<file path="config.mk">
export PLATFORM = sky130hd
export DESIGN_NAME = conv_sequencer_flat
export DESIGN_NICKNAME = d
export VERILOG_FILES = /design/src/rtl/conv_pkg.sv /design/src/rtl/conv_sequencer_if.sv /design/src/rtl/conv_addr_gen.sv /design/src/rtl/conv_sequencer.sv /design/src/flat_wrapper.sv
export SDC_FILE = /design/constraint.sdc
export NUM_CORES = 1
export LEC_CHECK = 0
export BUFFER_PORTS_ARGS = -buffer_cell sky130_fd_sc_hd__buf_2
export CORE_MARGIN = 8
export CORE_UTILIZATION = 38
export DETAILED_ROUTE_END_ITERATION = 8
export SLEW_MARGIN = 20
export SYNTH_ARGS = -nofsm -noshare
export SYNTH_HDL_FRONTEND = slang
export SYNTH_SLANG_ARGS = --single-unit
</file>
<file path="constraint.sdc">
create_clock -name clk -period 7.1 [get_ports clk]
set_input_delay 1.42 -clock clk [delete_from_list [all_inputs] [get_ports clk]]
set_output_delay 1.42 -clock clk [all_outputs]
set_load 0.02 [all_outputs]
</file>
<file path="src/rtl/conv_pkg.sv">
`default_nettype none
//==============================================================================
// Package  : conv_pkg
// Brief    : Shared FSM encoding, default layer geometry and sizing helpers
//            for the convolution sequencer.
// Revision : 1.0 - initial release
//==============================================================================
package conv_pkg;

    typedef enum logic [1:0] {
        ST_IDLE = 2'd0,
        ST_RUN  = 2'd1,
        ST_DONE = 2'd2
    } state_t;

    localparam int C_IN_WIDTH     = 28;
    localparam int C_IN_CHANNELS  = 1;
    localparam int C_OUT_CHANNELS = 16;
    localparam int C_KERNEL_SIZE  = 5;
    localparam int C_PADDING      = 2;

    // Keeps degenerate dimensions (e.g. a single channel) at a legal 1-bit width
    function automatic int clog2_min1(input int v);
        return (v > 1) ? $clog2(v) : 1;
    endfunction

    function automatic int beats_per_output(input int k, input int ic);
        return k * k * ic;
    endfunction

    function automatic int total_beats(input int w, input int oc, input int k, input int ic);
        return w * w * oc * beats_per_output(k, ic);
    endfunction

    localparam int C_BEATS_PER_OUT = beats_per_output(C_KERNEL_SIZE, C_IN_CHANNELS);
    localparam int C_TOTAL_BEATS   = total_beats(C_IN_WIDTH, C_OUT_CHANNELS,
                                                 C_KERNEL_SIZE, C_IN_CHANNELS);

endpackage
`default_nettype wire

</file>
<file path="src/rtl/conv_sequencer_if.sv">
`default_nettype none
//==============================================================================
// Interface : conv_sequencer_if
// Brief     : Beat-descriptor valid/ready bus from sequencer to MAC unit.
// Revision  : 1.0 - initial release
//==============================================================================
interface conv_sequencer_if #(
    parameter int IN_WIDTH     = conv_pkg::C_IN_WIDTH,
    parameter int IN_CHANNELS  = conv_pkg::C_IN_CHANNELS,
    parameter int OUT_CHANNELS = conv_pkg::C_OUT_CHANNELS,
    parameter int KERNEL_SIZE  = conv_pkg::C_KERNEL_SIZE
) ();
    import conv_pkg::*;

    localparam int FM_AW  = clog2_min1(IN_WIDTH * IN_WIDTH * IN_CHANNELS);
    localparam int W_AW   = clog2_min1(KERNEL_SIZE * KERNEL_SIZE * IN_CHANNELS * OUT_CHANNELS);
    localparam int B_AW   = clog2_min1(OUT_CHANNELS);
    localparam int OUT_AW = clog2_min1(IN_WIDTH * IN_WIDTH * OUT_CHANNELS);

    logic              issue_valid;
    logic              issue_ready;
    logic [FM_AW-1:0]  fm_addr;
    logic [W_AW-1:0]   w_addr;
    logic [B_AW-1:0]   bias_addr;
    logic [OUT_AW-1:0] out_addr;
    logic              pad_zero;
    logic              acc_first;
    logic              acc_last;

    modport master (
        output issue_valid, fm_addr, w_addr, bias_addr, out_addr,
               pad_zero, acc_first, acc_last,
        input  issue_ready
    );

    modport slave (
        input  issue_valid, fm_addr, w_addr, bias_addr, out_addr,
               pad_zero, acc_first, acc_last,
        output issue_ready
    );

endinterface
`default_nettype wire

</file>
<file path="src/rtl/conv_addr_gen.sv">
`default_nettype none
//==============================================================================
// Module   : conv_addr_gen
// Brief    : Combinational map from loop indices (i,j,c,m,n,k) to the MAC
//            beat descriptor: addresses, padding and accumulate flags.
// Revision : 1.0 - initial release
//==============================================================================
module conv_addr_gen
    import conv_pkg::*;
#(
    parameter int IN_WIDTH     = C_IN_WIDTH,
    parameter int IN_CHANNELS  = C_IN_CHANNELS,
    parameter int OUT_CHANNELS = C_OUT_CHANNELS,
    parameter int KERNEL_SIZE  = C_KERNEL_SIZE,
    parameter int PADDING      = C_PADDING
) (
    input  wire [clog2_min1(IN_WIDTH)-1:0]     idx_i,
    input  wire [clog2_min1(IN_WIDTH)-1:0]     idx_j,
    input  wire [clog2_min1(OUT_CHANNELS)-1:0] idx_c,
    input  wire [clog2_min1(KERNEL_SIZE)-1:0]  idx_m,
    input  wire [clog2_min1(KERNEL_SIZE)-1:0]  idx_n,
    input  wire [clog2_min1(IN_CHANNELS)-1:0]  idx_k,
    output logic [clog2_min1(IN_WIDTH*IN_WIDTH*IN_CHANNELS)-1:0]                   fm_addr,
    output logic [clog2_min1(KERNEL_SIZE*KERNEL_SIZE*IN_CHANNELS*OUT_CHANNELS)-1:0] w_addr,
    output logic [clog2_min1(OUT_CHANNELS)-1:0]                                    bias_addr,
    output logic [clog2_min1(IN_WIDTH*IN_WIDTH*OUT_CHANNELS)-1:0]                  out_addr,
    output logic pad_zero,
    output logic acc_first,
    output logic acc_last,
    output logic is_final
);

    localparam int FM_AW  = clog2_min1(IN_WIDTH * IN_WIDTH * IN_CHANNELS);
    localparam int W_AW   = clog2_min1(KERNEL_SIZE * KERNEL_SIZE * IN_CHANNELS * OUT_CHANNELS);
    localparam int B_AW   = clog2_min1(OUT_CHANNELS);
    localparam int OUT_AW = clog2_min1(IN_WIDTH * IN_WIDTH * OUT_CHANNELS);

    // Signed 32-bit tap coordinates: wide enough that i+m-P can never wrap
    int w_ri;
    int w_ci;

    assign w_ri = int'(idx_i) + int'(idx_m) - PADDING;
    assign w_ci = int'(idx_j) + int'(idx_n) - PADDING;

    assign pad_zero = (w_ri < 0) || (w_ri >= IN_WIDTH) || (w_ci < 0) || (w_ci >= IN_WIDTH);

    assign fm_addr = pad_zero ? '0
                   : FM_AW'((w_ri * IN_WIDTH + w_ci) * IN_CHANNELS + int'(idx_k));

    assign w_addr = W_AW'((int'(idx_m) * KERNEL_SIZE + int'(idx_n)) * IN_CHANNELS * OUT_CHANNELS
                          + int'(idx_k) * OUT_CHANNELS + int'(idx_c));

    assign bias_addr = B_AW'(idx_c);

    assign out_addr = OUT_AW'((int'(idx_i) * IN_WIDTH + int'(idx_j)) * OUT_CHANNELS + int'(idx_c));

    assign acc_first = (int'(idx_m) == 0) && (int'(idx_n) == 0) && (int'(idx_k) == 0);

    assign acc_last  = (int'(idx_m) == KERNEL_SIZE - 1) && (int'(idx_n) == KERNEL_SIZE - 1)
                    && (int'(idx_k) == IN_CHANNELS - 1);

    assign is_final  = acc_last && (int'(idx_c) == OUT_CHANNELS - 1)
                    && (int'(idx_i) == IN_WIDTH - 1) && (int'(idx_j) == IN_WIDTH - 1);

endmodule
`default_nettype wire

</file>
<file path="src/rtl/conv_sequencer.sv">
`default_nettype none
//==============================================================================
// Module   : conv_sequencer
// Brief    : Walks (i,j,c,m,n,k) for one convolution layer and issues one
//            registered MAC beat descriptor per valid/ready handshake.
// Revision : 1.0 - initial release
//==============================================================================
module conv_sequencer
    import conv_pkg::*;
#(
    parameter int IN_WIDTH     = C_IN_WIDTH,
    parameter int IN_CHANNELS  = C_IN_CHANNELS,
    parameter int OUT_CHANNELS = C_OUT_CHANNELS,
    parameter int KERNEL_SIZE  = C_KERNEL_SIZE,
    parameter int PADDING      = C_PADDING
) (
    input  wire  clk,
    input  wire  rst,
    input  wire  start,
    output logic busy,
    output logic done,
    conv_sequencer_if.master bus
);

    localparam int IW     = clog2_min1(IN_WIDTH);
    localparam int CW     = clog2_min1(OUT_CHANNELS);
    localparam int KW     = clog2_min1(KERNEL_SIZE);
    localparam int ICW    = clog2_min1(IN_CHANNELS);
    localparam int FM_AW  = clog2_min1(IN_WIDTH * IN_WIDTH * IN_CHANNELS);
    localparam int W_AW   = clog2_min1(KERNEL_SIZE * KERNEL_SIZE * IN_CHANNELS * OUT_CHANNELS);
    localparam int B_AW   = clog2_min1(OUT_CHANNELS);
    localparam int OUT_AW = clog2_min1(IN_WIDTH * IN_WIDTH * OUT_CHANNELS);

    state_t r_state, w_state_nxt;

    // Indices of the beat currently presented on the bus
    logic [IW-1:0]  r_i, r_j, w_i_inc, w_j_inc, w_sel_i, w_sel_j;
    logic [CW-1:0]  r_c, w_c_inc, w_sel_c;
    logic [KW-1:0]  r_m, r_n, w_m_inc, w_n_inc, w_sel_m, w_sel_n;
    logic [ICW-1:0] r_k, w_k_inc, w_sel_k;
    logic w_cy_n, w_cy_m, w_cy_c, w_cy_j, w_cy_i;

    logic              r_valid, r_busy, r_done, r_pad, r_first, r_last, r_final;
    logic [FM_AW-1:0]  r_fm, w_fm;
    logic [W_AW-1:0]   r_w, w_w;
    logic [B_AW-1:0]   r_b, w_b;
    logic [OUT_AW-1:0] r_out, w_out;
    logic w_pad, w_first, w_last, w_final;
    logic w_valid_nxt, w_busy_nxt, w_done_nxt, w_load, w_load_zero;

    always_comb begin
        w_cy_n = (r_k == ICW'(IN_CHANNELS - 1));
        w_cy_m = w_cy_n && (r_n == KW'(KERNEL_SIZE - 1));
        w_cy_c = w_cy_m && (r_m == KW'(KERNEL_SIZE - 1));
        w_cy_j = w_cy_c && (r_c == CW'(OUT_CHANNELS - 1));
        w_cy_i = w_cy_j && (r_j == IW'(IN_WIDTH - 1));

        w_k_inc = w_cy_n ? '0 : r_k + 1'b1;
        w_n_inc = !w_cy_n ? r_n : (w_cy_m ? '0 : r_n + 1'b1);
        w_m_inc = !w_cy_m ? r_m : (w_cy_c ? '0 : r_m + 1'b1);
        w_c_inc = !w_cy_c ? r_c : (w_cy_j ? '0 : r_c + 1'b1);
        w_j_inc = !w_cy_j ? r_j : (w_cy_i ? '0 : r_j + 1'b1);
        w_i_inc = !w_cy_i ? r_i : ((r_i == IW'(IN_WIDTH - 1)) ? '0 : r_i + 1'b1);
    end

    assign w_sel_i = w_load_zero ? '0 : w_i_inc;
    assign w_sel_j = w_load_zero ? '0 : w_j_inc;
    assign w_sel_c = w_load_zero ? '0 : w_c_inc;
    assign w_sel_m = w_load_zero ? '0 : w_m_inc;
    assign w_sel_n = w_load_zero ? '0 : w_n_inc;
    assign w_sel_k = w_load_zero ? '0 : w_k_inc;

    conv_addr_gen #(
        .IN_WIDTH     (IN_WIDTH),
        .IN_CHANNELS  (IN_CHANNELS),
        .OUT_CHANNELS (OUT_CHANNELS),
        .KERNEL_SIZE  (KERNEL_SIZE),
        .PADDING      (PADDING)
    ) u_addr_gen (
        .idx_i     (w_sel_i),
        .idx_j     (w_sel_j),
        .idx_c     (w_sel_c),
        .idx_m     (w_sel_m),
        .idx_n     (w_sel_n),
        .idx_k     (w_sel_k),
        .fm_addr   (w_fm),
        .w_addr    (w_w),
        .bias_addr (w_b),
        .out_addr  (w_out),
        .pad_zero  (w_pad),
        .acc_first (w_first),
        .acc_last  (w_last),
        .is_final  (w_final)
    );

    always_comb begin
        w_state_nxt = r_state;
        w_valid_nxt = r_valid;
        w_busy_nxt  = r_busy;
        w_done_nxt  = 1'b0;
        w_load      = 1'b0;
        w_load_zero = 1'b0;
        case (r_state)
            ST_IDLE: begin
                if (start) begin
                    w_state_nxt = ST_RUN;
                    w_valid_nxt = 1'b1;
                    w_busy_nxt  = 1'b1;
                    w_load      = 1'b1;
                    w_load_zero = 1'b1;
                end
            end
            ST_RUN: begin
                if (r_valid && bus.issue_ready) begin
                    if (r_final) begin
                        w_state_nxt = ST_DONE;
                        w_valid_nxt = 1'b0;
                        w_done_nxt  = 1'b1;
                    end else begin
                        w_load = 1'b1;
                    end
                end
            end
            ST_DONE: begin
                // start is deliberately not sampled here
                w_state_nxt = ST_IDLE;
                w_busy_nxt  = 1'b0;
            end
            default: begin
                w_state_nxt = ST_IDLE;
                w_valid_nxt = 1'b0;
                w_busy_nxt  = 1'b0;
            end
        endcase
    end

    always_ff @(posedge clk or posedge rst) begin
        if (rst) r_state <= ST_IDLE;
        else     r_state <= w_state_nxt;
    end

    always_ff @(posedge clk or posedge rst) begin
        if (rst) begin
            r_valid <= 1'b0;
            r_busy  <= 1'b0;
            r_done  <= 1'b0;
            r_i     <= '0;
            r_j     <= '0;
            r_c     <= '0;
            r_m     <= '0;
            r_n     <= '0;
            r_k     <= '0;
            r_fm    <= '0;
            r_w     <= '0;
            r_b     <= '0;
            r_out   <= '0;
            r_pad   <= 1'b0;
            r_first <= 1'b0;
            r_last  <= 1'b0;
            r_final <= 1'b0;
        end else begin
            r_valid <= w_valid_nxt;
            r_busy  <= w_busy_nxt;
            r_done  <= w_done_nxt;
            if (w_load) begin
                r_i     <= w_sel_i;
                r_j     <= w_sel_j;
                r_c     <= w_sel_c;
                r_m     <= w_sel_m;
                r_n     <= w_sel_n;
                r_k     <= w_sel_k;
                r_fm    <= w_fm;
                r_w     <= w_w;
                r_b     <= w_b;
                r_out   <= w_out;
                r_pad   <= w_pad;
                r_first <= w_first;
                r_last  <= w_last;
                r_final <= w_final;
            end
        end
    end

    assign busy            = r_busy;
    assign done            = r_done;
    assign bus.issue_valid = r_valid;
    assign bus.fm_addr     = r_fm;
    assign bus.w_addr      = r_w;
    assign bus.bias_addr   = r_b;
    assign bus.out_addr    = r_out;
    assign bus.pad_zero    = r_pad;
    assign bus.acc_first   = r_first;
    assign bus.acc_last    = r_last;

endmodule
`default_nettype wire

</file>
<file path="src/flat_wrapper.sv">
// flat-port wrapper written by rule: the top's interface ports become plain ports
module conv_sequencer_flat import conv_pkg::*;
#(
    parameter int IN_WIDTH     = C_IN_WIDTH,
    parameter int IN_CHANNELS  = C_IN_CHANNELS,
    parameter int OUT_CHANNELS = C_OUT_CHANNELS,
    parameter int KERNEL_SIZE  = C_KERNEL_SIZE,
    parameter int PADDING      = C_PADDING
)
  (clk, rst, start, busy, done, bus_issue_valid, bus_fm_addr, bus_w_addr, bus_bias_addr, bus_out_addr, bus_pad_zero, bus_acc_first, bus_acc_last, bus_issue_ready);
  conv_sequencer_if #(.IN_WIDTH(IN_WIDTH), .IN_CHANNELS(IN_CHANNELS), .OUT_CHANNELS(OUT_CHANNELS), .KERNEL_SIZE(KERNEL_SIZE)) bus_i ();
  input  wire clk;
  input  wire rst;
  input  wire start;
  output logic busy;
  output logic done;
  output wire logic [$bits(bus_i.issue_valid)-1:0] bus_issue_valid;
  output wire logic [$bits(bus_i.fm_addr)-1:0] bus_fm_addr;
  output wire logic [$bits(bus_i.w_addr)-1:0] bus_w_addr;
  output wire logic [$bits(bus_i.bias_addr)-1:0] bus_bias_addr;
  output wire logic [$bits(bus_i.out_addr)-1:0] bus_out_addr;
  output wire logic [$bits(bus_i.pad_zero)-1:0] bus_pad_zero;
  output wire logic [$bits(bus_i.acc_first)-1:0] bus_acc_first;
  output wire logic [$bits(bus_i.acc_last)-1:0] bus_acc_last;
  input wire logic [$bits(bus_i.issue_ready)-1:0] bus_issue_ready;
  assign bus_issue_valid = bus_i.issue_valid;
  assign bus_fm_addr = bus_i.fm_addr;
  assign bus_w_addr = bus_i.w_addr;
  assign bus_bias_addr = bus_i.bias_addr;
  assign bus_out_addr = bus_i.out_addr;
  assign bus_pad_zero = bus_i.pad_zero;
  assign bus_acc_first = bus_i.acc_first;
  assign bus_acc_last = bus_i.acc_last;
  assign bus_i.issue_ready = bus_issue_ready;
  conv_sequencer #(.IN_WIDTH(IN_WIDTH), .IN_CHANNELS(IN_CHANNELS), .OUT_CHANNELS(OUT_CHANNELS), .KERNEL_SIZE(KERNEL_SIZE), .PADDING(PADDING)) u_core (.clk(clk), .rst(rst), .start(start), .busy(busy), .done(done), .bus(bus_i));
endmodule
</file>
# Yosys cells after proc, flatten, opt, wreduce, memory -nomap -nowiden
# Cells that the tools add are included.
[op_classes] addsub=17 multipliers=3 div=0 order_cmp=4 eq_ne=15 shift=0 n_mux=35 bitwise_logic=4 n_reduce_logical=21
[op_table] op="32-bit by 6-bit greater-or-equal comparator with 1-bit output (second input constant)" n=1
[op_table] op="32-bit by 1-bit < comparator with 1-bit output (second input constant)" n=1
[op_table] op="32-bit by 4-bit multiplier with 8-bit output (second input constant)" n=1
[op_table] op="32-bit by 3-bit subtractor with 32-bit output (second input constant)" n=1
[op_table] op="5-bit two-way mux" n=6
[op_table] op="3-bit two-way mux" n=6
[op_table] op="14-bit by 4-bit adder with 14-bit output" n=1
[op_table] op="5-bit by 3-bit adder with 6-bit output" n=2
[op_table] op="3-bit == test (second input constant)" n=4
[op_table] op="1-bit logical AND" n=12
[op_table] op="1-bit two-way mux" n=12
[op_table] op="4-bit two-way mux" n=3
[op_table] op="10-bit by 2-bit adder with 10-bit output" n=1
[op_table] op="10-bit by 5-bit adder with 10-bit output" n=1
[op_table] op="10-bit by 7-bit adder with 10-bit output" n=1
[op_table] op="5-bit by 1-bit adder with 5-bit output (second input constant)" n=2
[op_table] op="5-bit by 4-bit == test with 1-bit output (second input constant)" n=2
[op_table] op="5-bit == test (second input constant)" n=2
[op_table] op="10-bit two-way mux" n=1
[op_table] op="9-bit by 4-bit adder with 9-bit output" n=1
[op_table] op="9-bit by 5-bit adder with 9-bit output" n=1
[op_table] op="5-bit by 3-bit multiplier with 8-bit output (second input constant)" n=1
[op_table] op="7-bit by 6-bit greater-or-equal comparator with 1-bit output (second input constant)" n=1
[op_table] op="7-bit by 1-bit < comparator with 1-bit output (second input constant)" n=1
[op_table] op="23 further kinds" n=34
[word_totals] reg_bits=63 latch_bits=0 ram_bits=0 rom_bits=0 in_bits=4 out_inout_bits=43 mem_count=0

# Depth between registers and ports, before layout
# Gate-level depths: netlist (run 1).
[depth] ltp_word=14 depth_mapped=29 ltp_nobuf=28

# By module
# Synthesis (run 1) repeated with hierarchy kept, for this count alone.
[unflattened] cells_unflattened=543 area_unflattened_um2=5303.8
[by_module_without_submodules] mod="conv_sequencer" n_inst=1 cells_per_inst=295 area_per_inst_um2=3206.8
[by_module_without_submodules] mod="conv_addr_gen" n_inst=1 cells_per_inst=248 area_per_inst_um2=2097.0

# Worst setup path before layout (run 1)
# Ideal clock, no wire load.
[synth_timing] path_type="input to register" start="input start" end="register u_core.r_fm[9] (netlist: u_core.bus.fm_addr[9])" setup_time_ns=0.123 arrival_ns=6.368 required_time_ns=6.977 path_slack_ns=0.609 cell_stages=23 path_buffers=2 cell_sequence="nor3b_1 > clkbuf_1 > clkbuf_1 > nor2_1 > ha_1 > a21o_1 > a21oi_1 > inv_1 > or3_1 > a21oi_1 > o21a_1 > ha_1 > ha_1 > fa_1 > inv_1 > ha_1 > xnor2_1 > ha_1 > o21ai_0 > nand2b_1 > a22oi_1 > nor3b_1 > o31ai_2"
[synth_between] elab_chain_len=10 word_cells_on_any_way=23 cone_classes="add/sub (6); mul (1); order compare (4); mux (9); reduce/logical (3)"
[synth_lines] item="start, declared" line_no="flat_wrapper.sv:14" rtl="input wire start;"
[synth_lines] item="1-bit two-way mux (*)" line_no="conv_sequencer.sv:105" rtl="if (start) begin"
[synth_lines] item="1-bit two-way mux (*)" line_no="conv_sequencer.sv:103" rtl="case (r_state)"
[synth_lines] item="5-bit two-way mux (*)" line_no="conv_sequencer.sv:66" rtl="assign w_sel_i = w_load_zero ? '0 : w_i_inc;"
[synth_lines] item="via u_core.u_addr_gen.idx_i[0]" line_no="conv_addr_gen.sv:17" rtl="input wire [clog2_min1(IN_WIDTH)-1:0] idx_i,"
[synth_lines] item="5-bit by 3-bit adder with 6-bit output (*)" line_no="conv_addr_gen.sv:42" rtl="assign w_ri = int'(idx_i) + int'(idx_m) - PADDING;"
[synth_lines] item="32-bit by 3-bit subtractor with 32-bit output (*)" line_no="conv_addr_gen.sv:42"
[synth_lines] item="branches (longest 4 deep; another with 32-bit by 4-bit multiplier with 8-bit output)"
[synth_lines] item="10-bit two-way mux (*)" line_no="conv_addr_gen.sv:47" rtl="assign fm_addr = pad_zero ? '0"
[synth_lines] item="end signal, assigned" line_no="conv_sequencer.sv:172" rtl="r_fm <= w_fm;"
[synth_lines] item="end, declared" line_no="conv_sequencer.sv:44" rtl="logic [FM_AW-1:0] r_fm, w_fm;"
# Mark *: on every way through the listed nets, which the timed path passes.
# A chain may end at the register's enable or synchronous reset.

# Final worst setup path (run 1)
[layout_timing] start="register u_core.r_n[0]" end="register u_core.r_fm[9] (netlist: u_core.bus.fm_addr[9])"
[layout_between] elab_chain_len=14 word_cells_on_any_way=32 cone_classes="add/sub (7); mul (1); order compare (4); eq/ne (1); mux (12); reduce/logical (7)"
[layout_lines] item="start, declared" line_no="conv_sequencer.sv:39" rtl="logic [KW-1:0] r_m, r_n, w_m_inc, w_n_inc, w_sel_m, w_sel_n;"
[layout_lines] item="start signal, assigned" line_no="conv_sequencer.sv:170" rtl="r_n <= w_sel_n;"
[layout_lines] item="3-bit == test (*)" line_no="conv_sequencer.sv:53" rtl="w_cy_m = w_cy_n && (r_n == KW'(KERNEL_SIZE - 1));"
[layout_lines] item="1-bit logical AND (*)" line_no="conv_sequencer.sv:53"
[layout_lines] item="1-bit logical AND (*)" line_no="conv_sequencer.sv:54" rtl="w_cy_c = w_cy_m && (r_m == KW'(KERNEL_SIZE - 1));"
[layout_lines] item="1-bit logical AND (*)" line_no="conv_sequencer.sv:55" rtl="w_cy_j = w_cy_c && (r_c == CW'(OUT_CHANNELS - 1));"
[layout_lines] item="1-bit logical AND (*)" line_no="conv_sequencer.sv:56" rtl="w_cy_i = w_cy_j && (r_j == IW'(IN_WIDTH - 1));"
[layout_lines] item="5-bit two-way mux (*)" line_no="conv_sequencer.sv:63" rtl="w_i_inc = !w_cy_i ? r_i : ((r_i == IW'(IN_WIDTH - 1)) ? '0 : r_i + 1'b1);"
[layout_lines] item="5-bit two-way mux (*)" line_no="conv_sequencer.sv:66"
[layout_lines] item="via u_core.u_addr_gen.idx_i[2]" line_no="conv_addr_gen.sv:17"
[layout_lines] item="5-bit by 3-bit adder with 6-bit output (*)" line_no="conv_addr_gen.sv:42"
[layout_lines] item="32-bit by 3-bit subtractor with 32-bit output (*)" line_no="conv_addr_gen.sv:42"
[layout_lines] item="branches (longest 4 deep; another with 32-bit by 4-bit multiplier with 8-bit output)"
[layout_lines] item="10-bit two-way mux (*)" line_no="conv_addr_gen.sv:47"
# Marked as above.

==> results of run 1 <==
through the flow:
step / hold slack, ns / cells
2_1_floorplan: 0.462 / 531
3_3_place_gp: 0.447 / 730
3_5_place_dp: 0.455 / 730
4_1_cts: 0.471 / 737
5_1_grt: 0.491 / 737
6_report: 0.467 / 737
cells by family after synthesis:
family | after synthesis | synth area share, %
xor gates and xnor gates | 34 | 6.49
AOI/OAI and AO/OA | 118 | 16.9
buffers and inverters | 78 | 7.45
and+or+nand+nor | 168 | 17.9
muxes | 9 | 2.05
adders and majority gates | 72 | 21.5
DFF | 52 | 27.7
layout make-up:
class                   count  area, µm²  area share (%)
clock buffers               5        125            2.40
flip-flops and latches     52       1300            24.9
clock inverters             2       12.5           0.240
multi-input cells         401       3070            58.7
repair buffers             56        305            5.85
well taps                 168        210            4.02
inverters                  53        201            3.86
synthesized netlist by cell type (2+ instances only):
cell	n
a211oi_1	4
a21o_1	10
a21oi_1	38
a22oi_1	2
a311o_1	2
and2_1	3
and3_1	4
buf_2	2
buf_4	12
clkbuf_1	10
dfrtp_1	52
fa_1	15
ha_1	57
inv_1	51
mux2i_1	7
nand2_1	71
nand2b_1	3
nand3_1	8
nand3b_1	4
nand4_1	3
nand4b_1	2
nor2_1	36
nor3_1	7
nor3b_1	6
o211ai_1	3
o21a_1	2
o21ai_0	28
o21bai_1	3
o31ai_1	7
o31ai_2	9
or2_2	4
or3_1	3
or4_1	2
xnor2_1	18
xor2_1	15
state kept, by name, summed over array words and instances (netlist names):
register / cells
u_core.r_n: 3
u_core.r_m: 3
u_core.bus.acc_last: 1
u_core.r_state: 2
u_core.bus.acc_first: 1
u_core.r_j: 5
u_core.r_final: 1
u_core.bus.fm_addr: 10
u_core.done: 1
u_core.bus.pad_zero: 1
u_core.r_i: 5
u_core.bus.w_addr: 5
u_core.busy: 1
u_core.bus.issue_valid: 1
u_core.bus.out_addr: 12
layer usage:
metal / vias up / track usage [%] / routed length [µm]
met5: - / 0 / 0
met4: 0 / 5.32 / 216
met3: 15 / 2.20 / 430
met2: 89 / 24.4 / 5380
met1: 1872 / 16.3 / 4790
li1: 1892 / - / -
path summary, 6_finish.rpt:
path                       slack [ns]  cells after the start                             endpoint                              from
min in group asynchronous        1.31                      3   u_core.bus.out_addr[3]$_DFFE_PP0P_                               rst
setup / recovery                 0.81                     25    u_core.bus.fm_addr[9]$_DFFE_PP0P_         u_core.r_n[0]$_DFFE_PP0P_
hold reg to reg                  0.47                      2     u_core.bus.w_addr[5]$_DFFE_PP0P_  u_core.bus.w_addr[5]$_DFFE_PP0P_
max in group asynchronous        5.34                      3  u_core.bus.out_addr[13]$_DFFE_PP0P_                               rst
setup reg to reg                 0.81                     25    u_core.bus.fm_addr[9]$_DFFE_PP0P_         u_core.r_n[0]$_DFFE_PP0P_
hold / removal                   0.47                      2     u_core.bus.w_addr[5]$_DFFE_PP0P_  u_core.bus.w_addr[5]$_DFFE_PP0P_
worst reg2reg max path: stages (launching register included):
cell and delay (ns):
dfrtp_1 0.41, inv_1 0.11, ha_1 0.24, nand4_1 0.35
nor3_1 0.50, nand2_1 0.13, mux2i_1 0.16, nor2_1 0.30
ha_1 0.34, a21oi_1 0.27, inv_1 0.15, or3_1 0.41
a21oi_1 0.14, o21a_1 0.14, ha_1 0.26, ha_1 0.32
fa_1 0.49, inv_1 0.04, ha_1 0.30, xnor2_1 0.14
ha_1 0.19, nor3_1 0.14, o21ai_0 0.18, a22oi_1 0.24
nor3b_1 0.09, o31ai_2 0.19
==> results.cfg, run 1 <==
[outcome]
status = finished clean

[final_layout]
antenna_cells = 0
fillers = 1187
nNetsFinal = 645
final_cell_area_mm2 = 0.00522
final_common_cell = nand2_1
final_cell_mix = 71 x nand2_1, 57 x ha_1, 52 x dfrtp_1
drive_gt1_share_pct = 16.3
syn2layout_area_growth_pct = 11.0
post-route-util_pct = 43.3

[worst_hold_path]
hold_class = flop to flop

[sta]
relSlewSlack_pct = 30.9
period_share_pct = 88.7
tightest_slew_ns = 1.03
finalHoldViolations = 0
setup_tns_ns = 0
worst_slack_ns = 0.805
rsz0062_at_grt = no
fmax_ghz = 0.159
drv_slew = 0
skew_ns = 0.00856
finalSetupViolations = 0
fin_crit_ns = 6.29

[route]
viasPerCell = 5.25
route.vias.total = 3868
drtIter0Drc = 241
drc_errors = 0
ant_nets = 0
wl_per_cell_um = 14.7
wirelength_mm = 10.8
dr.pass1.iters = 5

[synth]
synth_top_area_share_pct = 27.7
syn_area_mm2 = 0.00470
ys_seq_area_share_pct = 27.7
synthArstFlopShare_pct = 100
synth_top_area_cell = dfrtp_1
synth.distinct_cells = 63
synth_edf_count = 0
synth.ff_latch_count = 52
avgSynthCellArea_um2 = 8.86
synth_cells = 531
synthTopCellsByArea = dfrtp_1 28%, ha_1 15%, fa_1 6.4%, nand2_1 5.7%, inv_1 4.1%
synth_flop_cell = dfrtp_1
synth_nets = 607
ys_warn_count = 0

[worst_setup_path]
start_kind = flop
cp_max_fo = 8
cpPeakStageDelay_ns = 0.50
crit_slowest_cell = nor3_1
required_ns = 7.30
crit_family = adder cells
critPathKind = flop to flop
crit_top_cell = ha_1
end_kind = flop
arrival_ns = 6.49
crit_buf_inv = 3

[global_routing]
grt_pass1_wl_mm = 18.4
grt_max_degree = 53
overflow = 0
antenna_found_initial = 0
grt_usage_pct = 13.8
grt_pass1_vias = 3951

[placed_design]
dpl-instance-area_mm2 = 0.00508
dp_hpwl_mm = 8.52
port_buffers = 46
gp_congestion = 0.827
post-place-ws_ns = 0.601

[clock_network]
cts_tree = done
cts_resized = 0
root_buffer = clkbuf_16
cts_hold_buf = 0
clk_pin_slew_worst_paths_ns = 0.07
htree_levels = 2
numCtsBuffers = 5
post_cts_buffers = 0
clockBufferDepth = 2
cts.sinks = 52
clk_latency_ns = 0.30

[floorplan]
rows = 40
die_y_um = 127
start_util_pct = 39.0
io-pin-count = 47
die_area_mm2 = 0.0162
coreArea_mm2 = 0.0121
dieWidth_um = 127

[job]
max_cap_violations = 0
Power of run 1 is left out: the tool's default activity adds up to more than one toggle a clock period on the data nets, which glitch-free logic cannot reach.
==> run 2, diff against run 1 <==
--- a/config.mk
+++ b/config.mk
@@ -6,9 +6,12 @@
 export NUM_CORES = 1
 export LEC_CHECK = 0
 export BUFFER_PORTS_ARGS = -buffer_cell sky130_fd_sc_hd__buf_2
+export CELL_PAD_IN_SITES_DETAIL_PLACEMENT = 0
+export CELL_PAD_IN_SITES_GLOBAL_PLACEMENT = 1
 export CORE_MARGIN = 8
 export CORE_UTILIZATION = 38
 export DETAILED_ROUTE_END_ITERATION = 8
+export PLACE_DENSITY_LB_ADDON = 0.1
 export SLEW_MARGIN = 20
 export SYNTH_ARGS = -nofsm -noshare
 export SYNTH_HDL_FRONTEND = slang
==> run 2 against run 1 <==
Against the previous run: core utilization up 0.34 points; via count down 3.8%; critical endpoint unchanged; worst setup slack worse by 0.076 ns; global-route usage up 0.49 points; non-clock buffer count up 2; design area up 0.79%; clock skew down 0.0014 ns; fmax down 1.2%; routed wire length up 3.9%; highest routed layer unchanged; critical path depth unchanged; hold slack worse by 0.0051 ns.
==> results.cfg, run 2 (synthesized netlist as in run 1, its figures left out) <==
[floorplan]
rows = 40
coreArea_mm2 = 0.0121
dieWidth_um = 127
die_y_um = 127
die_area_mm2 = 0.0162
io-pin-count = 47
start_util_pct = 39.0

[worst_hold_path]
hold_class = flop to flop

[clock_network]
htree_levels = 2
cts_tree = done
cts.sinks = 52
root_buffer = clkbuf_16
clk_latency_ns = 0.29
clk_pin_slew_worst_paths_ns = 0.07
cts_hold_buf = 0
clockBufferDepth = 2
cts_resized = 0
post_cts_buffers = 0
numCtsBuffers = 5

[route]
ant_nets = 0
dr.pass1.iters = 4
route.vias.total = 3720
wirelength_mm = 11.2
wl_per_cell_um = 15.2
viasPerCell = 5.03
drc_errors = 0
drtIter0Drc = 200

[sta]
skew_ns = 0.00720
finalHoldViolations = 0
tightest_slew_ns = 0.787
finalSetupViolations = 0
rsz0062_at_grt = no
relSlewSlack_pct = 47.5
period_share_pct = 89.7
fin_crit_ns = 6.37
setup_tns_ns = 0
fmax_ghz = 0.157
drv_slew = 0

[placed_design]
port_buffers = 46
dp_hpwl_mm = 8.96
gp_congestion = 0.801

[worst_setup_path]
start_kind = flop
cp_max_fo = 8
critPathKind = flop to flop
end_kind = flop
arrival_ns = 6.52
required_ns = 7.25

[global_routing]
grt_pass1_wl_mm = 18.9
overflow = 0
grt_pass1_vias = 3723
grt_max_degree = 37
grt_usage_pct = 14.3
antenna_found_initial = 0

[job]
max_cap_violations = 0

[final_layout]
antenna_cells = 0
nNetsFinal = 647
final_cell_mix = 71 x nand2_1, 57 x ha_1, 52 x dfrtp_1
syn2layout_area_growth_pct = 11.9
drive_gt1_share_pct = 16.6
final_common_cell = nand2_1
largest_register_ff_count = 12

[outcome]
status = finished clean
[run 2: changes by cell type in the layout (fill, tap and decap cells not counted)]
cell        before  now
clkinvlp_4       1    0
clkbuf_1         0    1
buf_4           10   12
bufinv_16        0    1
[run 2: area by class of cell]
class	instances	area, µm²
clock buffers	6	129
clock inverters	2	35.0
fillers	1205	6800
inverters	53	201
multi-input cells	401	3070
flip-flops and latches	52	1300
well taps	168	210
repair buffers	58	320
[run 2: through the flow]
step	setup slack (ns)	std cells	hold WS [ns]	cell area (µm²)	utilization, %
floorplan	0.609	531	0.462	4700	-
global placement	0.614	732	0.448	5100	42.3
detailed placement	0.477	732	0.452	5100	42.3
CTS	0.685	740	0.469	5260	43.6
global route	0.243	740	0.487	5260	43.6
finish	0.729	740	0.462	5260	43.6
[run 2: metal layers]
metal | global-route usage (%) | part of all wire [%] | wire, µm | vias to the layer above
met5 | 0 | 0 | 0 | -
met3 | 1.66 | 3.2 | 356 | 7
li1 | - | - | - | 1897
met1 | 18.6 | 48 | 5350 | 1760
met4 | 3.99 | 1.1 | 126 | 0
met2 | 24.3 | 48 | 5410 | 56
[run 2: worst paths after layout]
| path | startpoint | endpoint | slack (ns) | depth (start not counted) |
|---|---|---|---|---|
| hold reg to reg | u_core.bus.out_addr[7]$_DFFE_PP0P_ | u_core.bus.out_addr[7]$_DFFE_PP0P_ | 0.46 | 2 |
| setup reg to reg | u_core.r_m[0]$_DFFE_PP0P_ | u_core.bus.fm_addr[9]$_DFFE_PP0P_ | 0.73 | 25 |
| max in group asynchronous | rst | u_core.bus.out_addr[13]$_DFFE_PP0P_ | 5.19 | 3 |
| min in group asynchronous | rst | u_core.bus.w_addr[4]$_DFFE_PP0P_ | 1.09 | 2 |
| hold / removal | u_core.bus.out_addr[7]$_DFFE_PP0P_ | u_core.bus.out_addr[7]$_DFFE_PP0P_ | 0.46 | 2 |
| setup / recovery | u_core.r_m[0]$_DFFE_PP0P_ | u_core.bus.fm_addr[9]$_DFFE_PP0P_ | 0.73 | 25 |
[run 2: critical path, stage by stage (launching register included)]
cell	delay, ns
dfrtp_1	0.44
inv_1	0.08
ha_1	0.23
nand4_1	0.36
nor3_1	0.54
nand2_1	0.13
mux2i_1	0.15
nor2_1	0.30
ha_1	0.35
a21oi_1	0.29
inv_1	0.15
or3_1	0.41
a21oi_1	0.15
o21a_1	0.14
ha_1	0.27
ha_1	0.32
fa_1	0.48
inv_1	0.04
ha_1	0.31
xnor2_1	0.14
ha_1	0.31
o21ai_0	0.09
nand2b_1	0.10
a22oi_1	0.09
nor3b_1	0.27
o31ai_2	0.08
Power of run 2 is left out for the same reason.
==> run 3, diff against run 2 <==
--- a/config.mk
+++ b/config.mk
@@ -5,6 +5,7 @@
 export SDC_FILE = /design/constraint.sdc
 export NUM_CORES = 1
 export LEC_CHECK = 0
+export ABC_AREA = 1
 export BUFFER_PORTS_ARGS = -buffer_cell sky130_fd_sc_hd__buf_2
 export CELL_PAD_IN_SITES_DETAIL_PLACEMENT = 0
 export CELL_PAD_IN_SITES_GLOBAL_PLACEMENT = 1
==> run 3 against run 2 <==
Against the previous run: fmax shrank 1.8%; die area down 1.7%; non-clock buffer count fell by 5; clock skew fell by 0.00059 ns; largest cell class unchanged; highest routed layer unchanged.
==> results.cfg, run 3 <==
[synth]
synth_flop_cell = dfrtp_1
synth_cells = 596
synth.ff_latch_count = 52
avgSynthCellArea_um2 = 7.74
synth_top_area_share_pct = 28.2
syn_area_mm2 = 0.00461
synth_top_area_cell = dfrtp_1
synth_nets = 672
netlist_top_cells_count = 144 x nand2_1, 100 x inv_1, 57 x ha_1
synth.distinct_cells = 42
ys_seq_area_share_pct = 28.2
synth_edf_count = 0
synthTopCellsByArea = dfrtp_1 28%, ha_1 15%, nand2_1 12%, inv_1 8.1%, fa_1 6.5%
yosysMostFrequentCell = nand2_1
ys_warn_count = 0
synthArstFlopShare_pct = 100

[worst_setup_path]
cpPeakStageDelay_ns = 0.47
crit_top_cell = inv_1
worstSetupStartpoint = start
required_ns = 7.35
arrival_ns = 6.73
path_depth = 39
reg2reg_slack_ns = 0.91
crit_end = u_core.bus.fm_addr[9]$_DFFE_PP0P_
ff2ff_path_depth = 39
cp_max_fo = 9
critPathKind = input port to flop
end_kind = flop
crit_slowest_cell = fa_1
crit_buf_inv = 12
rr_startpoint = u_core.bus.out_addr[0]$_DFFE_PP0P_
crit_family = adder cells
start_kind = input port
r2r-end = u_core.bus.fm_addr[9]$_DFFE_PP0P_

[clock_network]
root_buffer = clkbuf_16
cts_hold_buf = 0
cts.sinks = 52
post_cts_buffers = 0
htree_levels = 2
cts_tree = done
clk_latency_ns = 0.30
clockBufferDepth = 2
clk_pin_slew_worst_paths_ns = 0.07
numCtsBuffers = 5

[placed_design]
dp_hpwl_mm = 8.74
port_buffers = 46
gp_congestion = 0.804

[global_routing]
overflow = 0
grt_pass1_vias = 3795
grt_usage_pct = 14.8
grt_pass1_wl_mm = 19.1
grt_max_degree = 55
antenna_found_initial = 0

[route]
wirelength_mm = 11.2
ant_nets = 0
dr.pass1.iters = 5
viasPerCell = 4.87
drc_errors = 0
wl_per_cell_um = 14.3
drtIter0Drc = 191
route.vias.total = 3822

[job]
max_cap_violations = 0

[sta]
setup_tns_ns = 0
period_share_pct = 91.3
drv_slew = 0
relSlewSlack_pct = 51.4
finalSetupViolations = 0
fmax_ghz = 0.154
rsz0062_at_grt = no
fin_crit_ns = 6.48
finalHoldViolations = 0
tightest_slew_ns = 0.729
skew_ns = 0.00661

[final_layout]
drive_gt1_share_pct = 15.0
syn2layout_area_growth_pct = 11.2
nNetsFinal = 713
final_common_cell = nand2_1
largest_register_ff_count = 12
antenna_cells = 0
final_cell_mix = 144 x nand2_1, 99 x inv_1, 57 x ha_1

[floorplan]
coreArea_mm2 = 0.0119
dieWidth_um = 126
rows = 40
die_area_mm2 = 0.0159
start_util_pct = 38.7
die_y_um = 126
io-pin-count = 47

[outcome]
status = finished clean

[worst_hold_path]
hold_class = flop to flop
-- run 3: what timing repair did --
item / 4_1_cts / 5_1_grt
endpoints found under the hold margin: 0 / 0
endpoints found under the setup margin: 0 / 1
gates resized for setup: 0 / 2
-- run 3: per-layer routing --
layer	global-route usage, %	up-vias	wire length, µm
met5	0	-	0
met4	4.25	0	131
met3	3.00	7	405
met2	23.9	53	5070
met1	19.4	1787	5630
li1	-	1975	-
-- run 3: how the worst min path moves through the flow --
stage / start / endpoint / slack [ns] / depth (start not counted)
2_1_floorplan: u_core.r_final$_DFFE_PP0P_ / u_core.r_final$_DFFE_PP0P_ / 0.48 / 2
3_3_place_gp: u_core.bus.w_addr[6]$_DFFE_PP0P_ / u_core.bus.w_addr[6]$_DFFE_PP0P_ / 0.46 / 2
3_5_place_dp: u_core.bus.fm_addr[7]$_DFFE_PP0P_ / u_core.bus.fm_addr[7]$_DFFE_PP0P_ / 0.46 / 2
4_1_cts: u_core.bus.fm_addr[0]$_DFFE_PP0P_ / u_core.bus.fm_addr[0]$_DFFE_PP0P_ / 0.48 / 2
5_1_grt: u_core.bus.fm_addr[8]$_DFFE_PP0P_ / u_core.bus.fm_addr[8]$_DFFE_PP0P_ / 0.50 / 2
6_report: u_core.bus.fm_addr[2]$_DFFE_PP0P_ / u_core.bus.fm_addr[2]$_DFFE_PP0P_ / 0.47 / 2
-- run 3: layout make-up --
type / instances / area (µm²)
Fill cell: 1245 / 6780
Timing Repair Buffer: 53 / 283
Clock inverter: 2 / 13.8
Tap cell: 147 / 184
Clock buffer: 6 / 139
Sequential cell: 52 / 1300
Multi-Input combinational cell: 419 / 2810
Inverter: 106 / 398
-- run 3: cells by family (layout without fill, tap and decap cells) --
| logic type | after synthesis | count (layout) | share of synthesized area, % |
|---|---|---|---|
| simple gates | 258 | 258 | 26.0 |
| compound gates | 67 | 67 | 8.19 |
| flops | 52 | 52 | 28.2 |
| xor+xnor | 22 | 22 | 4.50 |
| fa+ha+maj | 72 | 72 | 22.0 |
| buf+inv | 125 | 167 | 11.1 |
-- run 3: worst register-to-register path, delay by kind of cell, from the launching register on --
kind / cells / cell delay, ns
flip-flops: 1 / 0.48
XOR/XNOR: 1 / 0.16
adder cells (fa/ha/maj): 8 / 2.58
AND/OR/NAND/NOR: 17 / 1.75
buffers and inverters: 9 / 0.67
AO/OA/AOI/OAI: 4 / 0.52
-- run 3: through the flow --
stage | instance area (µm²) | util, % | setup WS [ns] | instances | hold slack, ns
2_1_floorplan | 4610 | - | 0.674 | 596 | 0.475
3_3_place_gp | 4970 | 41.7 | 0.428 | 777 | 0.456
3_5_place_dp | 4970 | 41.7 | 0.242 | 777 | 0.461
4_1_cts | 5120 | 43.0 | 0.547 | 785 | 0.480
5_1_grt | 5130 | 43.1 | 0.0553 | 785 | 0.500
6_report | 5130 | 43.1 | 0.616 | 785 | 0.474
Power of run 3 is left out for the same reason.
